### src/rtl/call_return_ctrl_if.sv
// Request, PC-redirect and stack-port bundle between the control unit, call_return_ctrl and the word stack.
interface call_return_ctrl_if #(
  parameter int WORD_RANGE = 8,
  parameter int WORD_COUNT = 64,
  parameter int ADDR_WIDTH = 16
);
  localparam int DW = $clog2(WORD_COUNT + 1);

  logic                  Call;
  logic                  Ret;
  logic [ADDR_WIDTH-1:0] Ret_addr;
  logic [ADDR_WIDTH-1:0] Target_addr;
  logic [WORD_RANGE-1:0] Stk_data_out;
  logic                  Stk_full;
  logic                  Stk_empty;
  logic                  Stk_enable;
  logic                  Stk_push;
  logic                  Stk_pop;
  logic [WORD_RANGE-1:0] Stk_data_in;
  logic                  Busy;
  logic                  Pc_load;
  logic [ADDR_WIDTH-1:0] Next_pc;
  logic [DW-1:0]         Depth;
  logic                  Err_ovf;
  logic                  Err_unf;

  modport slave (
    input  Call, Ret, Ret_addr, Target_addr, Stk_data_out, Stk_full, Stk_empty,
    output Stk_enable, Stk_push, Stk_pop, Stk_data_in, Busy, Pc_load, Next_pc,
           Depth, Err_ovf, Err_unf
  );

  modport master (
    output Call, Ret, Ret_addr, Target_addr, Stk_data_out, Stk_full, Stk_empty,
    input  Stk_enable, Stk_push, Stk_pop, Stk_data_in, Busy, Pc_load, Next_pc,
           Depth, Err_ovf, Err_unf
  );
endinterface

### src/rtl/call_return_ctrl.sv
// CALL/RET sequencer: spills a return address onto the word stack as NW words and
// restores it on return, redirecting the PC via a one-cycle Pc_load pulse.
module call_return_ctrl #(
  parameter int WORD_RANGE = 8,
  parameter int WORD_COUNT = 64,
  parameter int ADDR_WIDTH = 16
) (
  input logic              Clk,
  input logic              RstN,
  call_return_ctrl_if.slave bus
);
  localparam int NW = ADDR_WIDTH / WORD_RANGE;
  localparam int DW = $clog2(WORD_COUNT + 1);
  localparam int KW = (NW > 1) ? $clog2(NW) : 1;

  typedef enum logic [2:0] {S_IDLE, S_PUSH, S_POP, S_CAPT, S_DONE} state_t;

  state_t                r_state;
  logic [KW-1:0]         r_k;
  logic [ADDR_WIDTH-1:0] r_addr;
  logic [ADDR_WIDTH-1:0] r_tgt;
  logic [ADDR_WIDTH-1:0] r_next_pc;
  logic [WORD_RANGE-1:0] r_data_in;
  logic [DW-1:0]         r_depth;
  logic                  r_push, r_pop, r_busy, r_pc_load, r_err_ovf, r_err_unf;
  logic                  w_last;
  logic                  w_pop;

  assign w_last = (r_k == KW'(NW - 1));
  // A pop against an empty stack is suppressed in the same cycle; the FSM aborts on that edge.
  assign w_pop  = r_pop & ~bus.Stk_empty;

  assign bus.Stk_push    = r_push;
  assign bus.Stk_pop     = w_pop;
  assign bus.Stk_enable  = r_push | w_pop;
  assign bus.Stk_data_in = r_data_in;
  assign bus.Busy        = r_busy;
  assign bus.Pc_load     = r_pc_load;
  assign bus.Next_pc     = r_next_pc;
  assign bus.Depth       = r_depth;
  assign bus.Err_ovf     = r_err_ovf;
  assign bus.Err_unf     = r_err_unf;

  always_ff @(posedge Clk or negedge RstN) begin
    if (!RstN) begin
      r_state   <= S_IDLE;
      r_k       <= '0;
      r_addr    <= '0;
      r_tgt     <= '0;
      r_next_pc <= '0;
      r_data_in <= '0;
      r_depth   <= '0;
      r_push    <= 1'b0;
      r_pop     <= 1'b0;
      r_busy    <= 1'b0;
      r_pc_load <= 1'b0;
      r_err_ovf <= 1'b0;
      r_err_unf <= 1'b0;
    end else begin
      r_pc_load <= 1'b0;
      r_err_ovf <= 1'b0;
      r_err_unf <= 1'b0;
      case (r_state)
        S_IDLE: begin
          if (bus.Call) begin
            if ((int'(r_depth) + NW > WORD_COUNT) || bus.Stk_full) begin
              r_err_ovf <= 1'b1;
            end else begin
              r_state   <= S_PUSH;
              r_push    <= 1'b1;
              r_busy    <= 1'b1;
              r_k       <= '0;
              r_data_in <= bus.Ret_addr[WORD_RANGE-1:0];
              r_addr    <= bus.Ret_addr >> WORD_RANGE;
              r_tgt     <= bus.Target_addr;
            end
          end else if (bus.Ret) begin
            if ((int'(r_depth) < NW) || bus.Stk_empty) begin
              r_err_unf <= 1'b1;
            end else begin
              r_state <= S_POP;
              r_pop   <= 1'b1;
              r_busy  <= 1'b1;
              r_k     <= '0;
              r_addr  <= '0;
            end
          end
        end
        S_PUSH: begin
          r_depth <= r_depth + DW'(1);
          if (w_last) begin
            r_push    <= 1'b0;
            r_data_in <= '0;
            r_next_pc <= r_tgt;
            r_pc_load <= 1'b1;
            r_state   <= S_DONE;
          end else begin
            r_k       <= r_k + KW'(1);
            r_data_in <= r_addr[WORD_RANGE-1:0];
            r_addr    <= r_addr >> WORD_RANGE;
          end
        end
        S_POP: begin
          if (bus.Stk_empty) begin
            r_pop     <= 1'b0;
            r_busy    <= 1'b0;
            r_err_unf <= 1'b1;
            r_depth   <= '0;
            r_state   <= S_IDLE;
          end else begin
            r_depth <= r_depth - DW'(1);
            // Data_out lags its pop by one cycle, so each edge after the first captures the previous word.
            if (r_k != '0)
              r_addr <= (r_addr << WORD_RANGE) | ADDR_WIDTH'(bus.Stk_data_out);
            if (w_last) begin
              r_pop   <= 1'b0;
              r_state <= S_CAPT;
            end else begin
              r_k <= r_k + KW'(1);
            end
          end
        end
        S_CAPT: begin
          r_next_pc <= (r_addr << WORD_RANGE) | ADDR_WIDTH'(bus.Stk_data_out);
          r_pc_load <= 1'b1;
          r_state   <= S_DONE;
        end
        S_DONE: begin
          r_busy  <= 1'b0;
          r_state <= S_IDLE;
        end
        default: r_state <= S_IDLE;
      endcase
    end
  end
endmodule
### src/flat_wrapper.sv
// flat-port wrapper written by rule: the top's interface ports become plain ports
module call_return_ctrl_flat 
#(
  parameter int WORD_RANGE = 8,
  parameter int WORD_COUNT = 64,
  parameter int ADDR_WIDTH = 16
)
  (Clk, RstN, bus_Call, bus_Ret, bus_Ret_addr, bus_Target_addr, bus_Stk_data_out, bus_Stk_full, bus_Stk_empty, bus_Stk_enable, bus_Stk_push, bus_Stk_pop, bus_Stk_data_in, bus_Busy, bus_Pc_load, bus_Next_pc, bus_Depth, bus_Err_ovf, bus_Err_unf);
  call_return_ctrl_if #(.WORD_RANGE(WORD_RANGE), .WORD_COUNT(WORD_COUNT), .ADDR_WIDTH(ADDR_WIDTH)) bus_i ();
  input logic Clk;
  input logic RstN;
  input wire logic [$bits(bus_i.Call)-1:0] bus_Call;
  input wire logic [$bits(bus_i.Ret)-1:0] bus_Ret;
  input wire logic [$bits(bus_i.Ret_addr)-1:0] bus_Ret_addr;
  input wire logic [$bits(bus_i.Target_addr)-1:0] bus_Target_addr;
  input wire logic [$bits(bus_i.Stk_data_out)-1:0] bus_Stk_data_out;
  input wire logic [$bits(bus_i.Stk_full)-1:0] bus_Stk_full;
  input wire logic [$bits(bus_i.Stk_empty)-1:0] bus_Stk_empty;
  output wire logic [$bits(bus_i.Stk_enable)-1:0] bus_Stk_enable;
  output wire logic [$bits(bus_i.Stk_push)-1:0] bus_Stk_push;
  output wire logic [$bits(bus_i.Stk_pop)-1:0] bus_Stk_pop;
  output wire logic [$bits(bus_i.Stk_data_in)-1:0] bus_Stk_data_in;
  output wire logic [$bits(bus_i.Busy)-1:0] bus_Busy;
  output wire logic [$bits(bus_i.Pc_load)-1:0] bus_Pc_load;
  output wire logic [$bits(bus_i.Next_pc)-1:0] bus_Next_pc;
  output wire logic [$bits(bus_i.Depth)-1:0] bus_Depth;
  output wire logic [$bits(bus_i.Err_ovf)-1:0] bus_Err_ovf;
  output wire logic [$bits(bus_i.Err_unf)-1:0] bus_Err_unf;
  assign bus_i.Call = bus_Call;
  assign bus_i.Ret = bus_Ret;
  assign bus_i.Ret_addr = bus_Ret_addr;
  assign bus_i.Target_addr = bus_Target_addr;
  assign bus_i.Stk_data_out = bus_Stk_data_out;
  assign bus_i.Stk_full = bus_Stk_full;
  assign bus_i.Stk_empty = bus_Stk_empty;
  assign bus_Stk_enable = bus_i.Stk_enable;
  assign bus_Stk_push = bus_i.Stk_push;
  assign bus_Stk_pop = bus_i.Stk_pop;
  assign bus_Stk_data_in = bus_i.Stk_data_in;
  assign bus_Busy = bus_i.Busy;
  assign bus_Pc_load = bus_i.Pc_load;
  assign bus_Next_pc = bus_i.Next_pc;
  assign bus_Depth = bus_i.Depth;
  assign bus_Err_ovf = bus_i.Err_ovf;
  assign bus_Err_unf = bus_i.Err_unf;
  call_return_ctrl #(.WORD_RANGE(WORD_RANGE), .WORD_COUNT(WORD_COUNT), .ADDR_WIDTH(ADDR_WIDTH)) u_core (.Clk(Clk), .RstN(RstN), .bus(bus_i));
endmodule
### config.mk
export PLATFORM = sky130hd
export DESIGN_NAME = call_return_ctrl_flat
export DESIGN_NICKNAME = d
export VERILOG_FILES = /design/src/rtl/call_return_ctrl_if.sv /design/src/rtl/call_return_ctrl.sv /design/src/flat_wrapper.sv
export SDC_FILE = /design/constraint.sdc
export NUM_CORES = 1
export LEC_CHECK = 0
export CORE_MARGIN = 8
export CORE_UTILIZATION = 54
export CTS_CLUSTER_SIZE = 14
export DETAILED_ROUTE_END_ITERATION = 7
export PLACE_DENSITY = 0.94
export REMOVE_ABC_BUFFERS = 1
export SLEW_MARGIN = 15
export SYNTH_ARGS = -nofsm -noshare
export SYNTH_HDL_FRONTEND = slang
export SYNTH_SLANG_ARGS = --single-unit
### constraint.sdc
create_clock -name Clk -period 3.6 [get_ports Clk]
set_input_delay 0.72 -clock Clk [delete_from_list [all_inputs] [get_ports Clk]]
set_output_delay 0.72 -clock Clk [all_outputs]
set_load 0.01 [all_outputs]
==> results_dict.tcl <==
set metrics [dict create \
    status "finished clean" \
    synthArstFlopShare_pct 100 \
    area_growth_pct 30.1 \
    clk_pin_slew_ns 0.07 \
    start_util_pct 55.7 \
    track_usage_pct 19.1 \
    start_kind "primary input" \
    gp_congestion 0.884 \
    fill_cells 425 \
    path_max_fanout 7 \
    totalWireLength_um 8950 \
    worstMarginPinSlew_ns 0.893 \
    yosys_register_bits 73 \
    clk_latency_ns 0.35 \
    synth-simple-area-share_pct 12.2 \
    fin_setup_tns_ns 0 \
    synth-edff-count 0 \
    multi_input_area_mm2 0.00157 \
    cts_hold_buf 0 \
    fp-row-count 29 \
    skew_ns 0.00478 \
    irDropWorstVdd_mv 0.527 \
    dieArea_mm2 0.00940 \
    yosysTopAreaCellShare_pct 51.6 \
    yosysMostFrequentCell "dfrtp_1" \
    synth_fa_ha_area_share_pct 0.707 \
    coreArea_mm2 0.00635 \
    grt_max_degree 74 \
    gr-total-overflow 0 \
    synth_top_family_by_area "multiplexers" \
    cts_setup_buffers 0 \
    placed_area_mm2 0.00441 \
    final_area_mm2 0.00460 \
    yosysWarnings 0 \
    crit_arrival_ns 2.16 \
    routed-via-count 2780 \
    required_ns 2.88 \
    period_share_pct 79.9 \
    hold_path_class "flip-flop to flip-flop" \
    clockRootBuffer "clkbuf_8" \
    crit_start "bus_Stk_empty" \
    ys_seq_area_share_pct 51.6 \
    syn_avg_cell_area_um2 11.1 \
    p_per_area_mw_per_mm2 861 \
    drtIter0Drc 243 \
    ios 84 \
    cts_max_level 3 \
    syn_inst 318 \
    seq_area_mm2 0.00183 \
    synth.distinct_cells 50 \
    crit_type "primary input to primary output" \
    drc 0 \
    num_antenna_cells 0 \
    drv_slew 0 \
    routed_via_density 5.82 \
    die_h_um 97.0 \
    die_width_um 97.0 \
    cts_tree "yes" \
    grt_first_pass_wirelength_um 14700 \
    muxShareOfSynthArea_pct 15.2 \
    yosys.area_share.xor_xnor_pct 2.23 \
    drv_cap 0 \
    nets 445 \
    relSlewSlack_pct 40.4 \
    post-route-min-period_ns 2.88 \
    syn-cell-area_mm2 0.00354 \
    synth.area.top_cells "dfrtp_1 52%, mux2_2 9.2%, mux2i_1 4.5%, nor2_1 2.8%, nand2_1 2.7%" \
    clkSinkCount 73 \
    drt_pre_antenna_iters 5 \
    synth_flop_cell "dfrtp_1" \
    r2r_slack_ns 1.23 \
    cp-end-kind "primary output" \
    drive_gt1_share_pct 15.2 \
    rsz0062_at_grt "no" \
    port_buffers 83 \
    place_hpwl_um 6370 \
    power.leakage_nw 2.04 \
    cts_resized 0 \
    rr_startpoint "u_core.r_state[0]" \
    wire_per_inst_um 18.7 \
    fmax_mhz 348 \
    min_from "u_core.bus.Next_pc[3]" \
    yosysTopAreaCell "dfrtp_1" \
    netlist_top_cells_count "73 x dfrtp_1, 29 x mux2_2, 26 x nor2_1" \
    numCtsBuffers 9 \
    postRouteAntennaNets 0 \
    synth_compound_area_share_pct 13.9 \
    clockBufferDepth 2 \
    antenna_found_initial 0 \
    hold_viol 0 \
    grt_pass1_vias 2936 \
    setup_viol_count_final 0 \
]
[state kept, by name (all words and copies together), names as in the netlist]
signal	cells
u_core.r_k	1
u_core.bus.Pc_load	1
u_core.r_state	3
u_core.bus.Next_pc	16
u_core.bus.Depth	7
u_core.bus.Err_unf	1
u_core.bus.Stk_push	1
u_core.r_addr	16
u_core.r_tgt	16
u_core.r_pop	1
u_core.bus.Err_ovf	1
u_core.bus.Busy	1
u_core.bus.Stk_data_in	8
[through the flow]
step | setup slack [ns] | power [mW] | utilization, % | cells | hold slack, ns
6_report | 0.724 | 3.97 | 72.5 | 478 | 0.480
5_1_grt | 0.623 | 4.21 | 72.5 | 478 | 0.521
4_1_cts | 0.721 | 3.98 | 72.5 | 478 | 0.486
3_5_place_dp | 0.643 | 3.34 | 69.5 | 463 | 0.469
3_3_place_gp | 0.715 | 3.24 | 69.5 | 463 | 0.463
2_1_floorplan | 0.848 | 2.56 | - | 299 | 0.424
[critical path: stages]
cell and delay [ns]:
clkdlybuf4s50_1 0.59, nor2b_1 0.09, or2_2 0.27, clkdlybuf4s50_1 0.48
[final cells by class]
cell class	count	share of cell area, %
clock buffer	10	2.99
clock inverter	5	1.22
inverter	15	1.22
multi-input combinational	211	34.2
sequential	73	39.7
tap	77	2.09
timing repair buffer	87	18.6
[power by group]
group	total (mW)	internal, mW	switching (mW)
clock network	0.627	0.333	0.293
registers	1.50	1.19	0.311
logic	1.84	0.973	0.868
[final timing paths]
path	endpoint	cells past startpoint
worst max-delay path	bus_Stk_enable	4
worst max register to register	u_core.r_addr[4]	4
min in group asynchronous	u_core.bus.Next_pc[6]	1
max in group asynchronous	u_core.bus.Next_pc[2]	1
worst min-delay path	u_core.bus.Next_pc[3]	2
worst min register to register	u_core.bus.Next_pc[3]	2
[routing by layer]
metal	wire, um	global-route usage, %	vias up
met5	0	0	-
met4	127	5.92	0
met3	707	7.61	10
met2	4640	33.1	98
met1	3480	20.9	1373
li1	-	-	1299
[cells in the final DEF (no fill, tap or decap), types with 2 or more instances in the layout]
master           instances
mux2i_1                 16
nor2b_1                  2
ha_1                     2
clkinv_2                 2
nor3b_2                  2
nand2_1                 25
xor2_1                   3
nor3_1                   3
mux2_2                  29
inv_1                   15
nor3b_1                  2
mux2_1                   2
a31oi_1                  2
buf_4                    5
a22o_1                   8
o22ai_1                  6
xnor2_1                  6
and3_1                   4
o21ai_0                 18
mux2_4                   2
clkbuf_8                10
dfrtp_1                 73
nand3_1                  3
a21oi_1                 11
nor2_1                  26
nand2b_1                 3
o211ai_1                 3
clkdlybuf4s50_1         82
a222oi_1                 8
or3_1                    3
and3b_1                  2
[logic make-up after synthesis]
kind of cell / after synthesis
muxes: 49
AOI/OAI and AO/OA: 67
DFF: 73
buffers and inverters: 34
and+or+nand+nor: 84
adders and majority gates: 2
xor gates and xnor gates: 9
Note: power is estimated with default switching activity, not from simulation.
